[src/rtl/uart_word_tx.sv]
// uart_word_tx: sends one 32-bit word as four 8N1 UART bytes, LSB byte first.
// Define UART_WORD_TX_PARITY_EN to add an even-parity bit after each byte.
module uart_word_tx #(
  parameter int CLKS_PER_BIT = 868
) (
  input  logic        clk,
  input  logic        reset,
  input  logic        send,
  input  logic [31:0] data,
  output logic        busy,
  output logic        done,
  output logic        tx
);

  localparam logic [15:0] BAUD_MAX = 16'(CLKS_PER_BIT - 1);

  typedef enum logic [2:0] {
    IDLE   = 3'd0,
    START  = 3'd1,
    DATA   = 3'd2,
    STOP   = 3'd3
`ifdef UART_WORD_TX_PARITY_EN
    , PARITY = 3'd4
`endif
  } state_t;

  state_t      state, state_d;
  logic [15:0] baud_cnt, baud_d;
  logic [2:0]  bit_cnt, bit_d;
  logic [1:0]  byte_cnt, byte_d;
  logic [31:0] shreg, shreg_d;
  logic        tx_d, busy_d, done_d;
  logic        tick;
`ifdef UART_WORD_TX_PARITY_EN
  logic        par, par_d;
`endif

  assign tick = (baud_cnt == BAUD_MAX);

  always_ff @(posedge clk) begin
    if (reset) begin
      state    <= IDLE;
      baud_cnt <= '0;
      bit_cnt  <= '0;
      byte_cnt <= '0;
      shreg    <= '0;
      tx       <= 1'b1;
      busy     <= 1'b0;
      done     <= 1'b0;
`ifdef UART_WORD_TX_PARITY_EN
      par      <= 1'b0;
`endif
    end else begin
      state    <= state_d;
      baud_cnt <= baud_d;
      bit_cnt  <= bit_d;
      byte_cnt <= byte_d;
      shreg    <= shreg_d;
      tx       <= tx_d;
      busy     <= busy_d;
      done     <= done_d;
`ifdef UART_WORD_TX_PARITY_EN
      par      <= par_d;
`endif
    end
  end

  // Data bits are shifted out of shreg[0]; after eight shifts the next byte
  // already sits in shreg[7:0], so no byte mux is needed.
  always_comb begin
    state_d = state;
    baud_d  = baud_cnt;
    bit_d   = bit_cnt;
    byte_d  = byte_cnt;
    shreg_d = shreg;
`ifdef UART_WORD_TX_PARITY_EN
    par_d   = par;
`endif
    if (state != IDLE) baud_d = tick ? 16'd0 : baud_cnt + 16'd1;
    case (state)
      IDLE: if (send) begin
        state_d = START;
        shreg_d = data;
        baud_d  = '0;
        bit_d   = '0;
        byte_d  = '0;
`ifdef UART_WORD_TX_PARITY_EN
        par_d   = 1'b0;
`endif
      end
      START: if (tick) state_d = DATA;
      DATA: if (tick) begin
        shreg_d = {1'b0, shreg[31:1]};
        bit_d   = bit_cnt + 3'd1;
`ifdef UART_WORD_TX_PARITY_EN
        par_d   = par ^ shreg[0];
        if (bit_cnt == 3'd7) state_d = PARITY;
`else
        if (bit_cnt == 3'd7) state_d = STOP;
`endif
      end
`ifdef UART_WORD_TX_PARITY_EN
      PARITY: if (tick) state_d = STOP;
`endif
      STOP: if (tick) begin
        if (byte_cnt == 2'd3) begin
          state_d = IDLE;
        end else begin
          byte_d  = byte_cnt + 2'd1;
          state_d = START;
`ifdef UART_WORD_TX_PARITY_EN
          par_d   = 1'b0;
`endif
        end
      end
      default: state_d = IDLE;
    endcase
  end

  // tx is registered, so it is derived from the next state to stay aligned.
  always_comb begin
    tx_d   = 1'b1;
    busy_d = (state_d != IDLE);
    done_d = (state == STOP) && tick && (byte_cnt == 2'd3);
    case (state_d)
      START:  tx_d = 1'b0;
      DATA:   tx_d = shreg_d[0];
`ifdef UART_WORD_TX_PARITY_EN
      PARITY: tx_d = par_d;
`endif
      default: tx_d = 1'b1;
    endcase
  end

endmodule
[config.mk]
export PLATFORM = sky130hd
export DESIGN_NAME = uart_word_tx
export DESIGN_NICKNAME = d
export VERILOG_FILES = /design/src/rtl/uart_word_tx.sv
export SDC_FILE = /design/constraint.sdc
export NUM_CORES = 1
export LEC_CHECK = 0
export ABC_CLOCK_PERIOD_IN_PS = 5500
export CORE_MARGIN = 2
export CORE_UTILIZATION = 40
export CTS_CLUSTER_SIZE = 40
export DETAILED_ROUTE_END_ITERATION = 8
export PLACE_DENSITY = 0.69
export SYNTH_ARGS = -nofsm -noshare
export SYNTH_HDL_FRONTEND = slang
export SYNTH_SLANG_ARGS = --single-unit
[constraint.sdc]
create_clock -name clk -period 5.5 [get_ports clk]
set_input_delay 1.1 -clock clk [delete_from_list [all_inputs] [get_ports clk]]
set_output_delay 1.1 -clock clk [all_outputs]
set_load 0.05 [all_outputs]
==> metrics.md <==
| Metric | Value |
|---|---|
| Worst Hold End | `shreg[9]$_SDFFE_PP0P_` |
| Hold Crit Class | `reg2reg` |
| Flops & latches, synth | `59` |
| Vias per cell | `roughly 5.5` |
| Worst Clk Skew | `0.0124 ns` |
| Largest net degree at the start of global routing | `50` |
| Global route overflow | `0` |
| Worst R2R Setup Slack | `approximately 2.4 ns` |
| Worst Path Arrival | `3.38 ns` |
| Post-Route Utilization | `50.8%` |
| Worst path required time | `5.76 ns` |
| CP max FO | `33` |
| Global-route wire length before repair | `9320 um` |
| Sequential share of the synthesized area | `46.4%` |
| Worst Setup SP | `baud_cnt[10]$_SDFF_PP0_` |
| Internal power | `0.702 mW` |
| Row count | `29` |
| Clock power frac | `43.3%` |
| Startpoint Class | `register` |
| Cell taking the most area after synthesis | `dfxtp_1` |
| Die area | `0.00702 sq mm` |
| CTS Sinks | `59` |
| Slowest-stage cell, CP | `and2_1` |
| Max-slew headroom | `22.0%` |
| Worst slew pin tran | `1.17 ns` |
| Synth top area cells | `dfxtp_1 46%, a22oi_1 9.4%, a21oi_1 8.3%` |
| Global-route usage over all layers | `16.3%` |
| Residual DRC count | `0` |
| Routed WL | `5570 um` |
| Initial antenna violation count | `0` |
| Cell Area, Placed | `0.00297 sq mm` |
| Max Freq | `320 MHz` |
| Antenna Nets Post-Route | `0` |
| Clock Latency Late Sink | `about 0.33 ns` |
| Comb pwr share | `8.3%` |
| Fin. Hold Viols | `0` |
| Max Slew Vio Count | `0` |
| Setup TNS | `0 ns` |
| Drt pass-1 iters | `5` |
| Hold Crit Start | `shreg[9]$_SDFFE_PP0P_` |
| Switching fraction of total power | `~24%` |
| Clock Root Buffer | `clkbuf_8` |
| Cells on Worst Hold Path | `2` |
| GPL Wtd Cong | `0.847` |
| Nets | `365` |
| Via Count | `2249` |
| Die W | `around 84 um` |
| Most common cell after layout, fill and taps aside | `dfxtp_1` |
| Leak | `1.07 nW` |
| Final setup margin | `2.37 ns` |
| Synth unique cells | `41` |
| Share of layout cells above drive strength 1 | `8.16%` |
| Cell breakdown of the critical path | `or4_4, nor4_4, and2_1, a22oi_1, a21oi_1` |
| FF-to-FF Start | `baud_cnt[10]$_SDFF_PP0_` |
| # IOs | `38` |
| Pwr per Cell Area | `293 mW/mm^2` |
| Largest vdd supply drop | `0.143 mV` |
| IO buf count | `37` |
| DR iter-0 viols | `~140` |
| Core Region | `roughly 0.0062 sq mm` |
| Max Root-Sink Buffers | `2` |
| Yosys warning count | `0` |
| H-tree depth | `3` |
| Clk pin slew, worst setup/hold paths | `0.08 ns` |
| Final Cell Area | `0.00317 sq mm` |
| Cell count along the critical path | `5` |
| Setup bufs post-CTS | `0` |
| FF-to-FF End | `shreg[22]$_SDFFE_PP0P_` |
| DP HPWL | `around 3600 um` |
| # diodes | `0` |
| Initial Util | `40.8%` |
| Reg2Reg Depth | `5` |
| CP peak stage delay | `1.01 ns` |
| Net Count, Synth | `332` |
| Worst Path Buf+Inv | `0` |
| Sequential share of power | `48.4%` |
| Crit-path leading delay family | `simple AND/OR/NAND/NOR gates` |
| Crit path kind | `reg2reg` |
| CTS Buf Count | `9` |
| Mean routed wirelength per cell | `13.6 um` |
| Final setup viols | `0` |
| Crit path capture type | `register` |
| Commonest non-fill, non-tap cells in the layout | `59 x dfxtp_1, 42 x nand2_1, 41 x a21oi_1` |
| Synthesized area | `between 0.002 and 0.003 sq mm` |
| Resized cells post-CTS | `0` |
| Synth-to-Final Area Change | `24.5%` |
| Max Cap Viol | `0` |
| Number of global-route vias before repair | `2009` |
| Switching pwr | `0.227 mW` |
| Post-synth top area share | `46.4%` |
| TritonCTS clock tree | `built` |
| RSZ-0062 raised after global routing | `no` |
| Status | `finished, final reports clean` |
| Mean post-synth cell area | `8.69 sq um` |
| Hold-fix buffers, CTS | `0` |
| Tmin final | `3.13 ns` |
| Fin crit share | `56.9%` |
| Pre-CTS setup slack | `2.36 ns` |
| Die Ht | `83.8 um` |
| Synthesized netlist cell count | `293` |
==> area by class of cell <==
cell class | count | area (sq um)
clock buffer | 10 | 138
clock inverter | 6 | 65.1
fill | 609 | 3070
inverter | 2 | 7.51
multi-input combinational | 213 | 1280
sequential | 59 | 1180
tap | 77 | 96.3
timing repair buffer | 41 | 400
==> metrics by stage <==
step                total power, mW  hold slack (ns)  cells
finish                        0.928            0.455    408
global route                  0.965            0.474    408
CTS                           0.939            0.456    408
detailed placement            0.536            0.444    392
global placement              0.536            0.442    392
floorplan                     0.498            0.432    293
==> registers in the layout, indices dropped and copies added (netlist names) <==
register  count
shreg        32
baud_cnt     16
bit_cnt       3
state         3
byte_cnt      2
busy          1
done          1
tx            1
==> layer usage <==
layer | vias to the layer above | wire length (um) | track usage (%)
met4 | 0 | 31 | 5.28
met2 | 49 | 2690 | 24.9
met1 | 1060 | 2650 | 21.6
met3 | 2 | 201 | 5.93
li1 | 1138 | - | -
met5 | - | 0 | 0
==> synthesized netlist by cell type <==
cell,count
a211oi_1,2
nor3b_1,1
o21bai_2,1
nand4b_1,2
xnor2_1,3
o311a_1,1
nand4_1,6
nor2_1,19
nor4b_1,1
nor4_4,1
nor3_1,6
ha_1,4
conb_1,1
nand2b_1,3
o31ai_2,1
a311oi_1,4
or3_1,3
a211o_1,1
a22oi_1,32
mux2i_1,2
a31oi_1,2
buf_2,6
inv_1,2
nand2_1,42
mux2_2,1
a32o_1,1
or4bb_1,1
or2_2,1
clkbuf_1,13
a221oi_1,1
o21ai_0,4
a21oi_1,42
and3_1,1
or4b_1,1
dfxtp_1,59
or4_1,1
or4_4,1
nand3_1,8
xor2_1,6
nor4_1,2
and2_1,4
==> cells by family after synthesis <==
kind of cell,Yosys count,synth area share [%]
AND/OR/NAND/NOR,104,20.4
adder cells (fa/ha/maj),4,1.97
other,1,0.147
multiplexers,3,1.23
flip-flops,59,46.4
buffers and inverters,21,3.39
XOR/XNOR,9,3.10
AO/OA/AOI/OAI,92,23.4
==> power by group through the flow <==
| stage | clock network, mW | logic [mW] | registers, mW |
|---|---|---|---|
| floorplan | 0 | 0.0396 | 0.458 |
| global route | 0.429 | 0.0852 | 0.451 |
| global placement | 0 | 0.0771 | 0.459 |
| detailed placement | 0 | 0.0777 | 0.459 |
| finish | 0.402 | 0.0773 | 0.449 |
| CTS | 0.412 | 0.0779 | 0.449 |
==> worst reg2reg max path, cell delays in order, from the launching register on <==
cell and delay (ns):
dfxtp_1 0.37, or4_4 0.56, nor4_4 0.72, and2_1 1.02
a22oi_1 0.21, a21oi_1 0.18
==> how the worst max path moves through the flow <==
stage	to	slack, ns
2_1_floorplan	shreg[2]$_SDFFE_PP0P_	3.35
3_3_place_gp	shreg[14]$_SDFFE_PP0P_	2.46
3_5_place_dp	shreg[18]$_SDFFE_PP0P_	2.36
4_1_cts	shreg[18]$_SDFFE_PP0P_	2.34
5_1_grt	shreg[3]$_SDFFE_PP0P_	2.03
6_report	shreg[22]$_SDFFE_PP0P_	2.37
(Power assumes the default switching activity.)
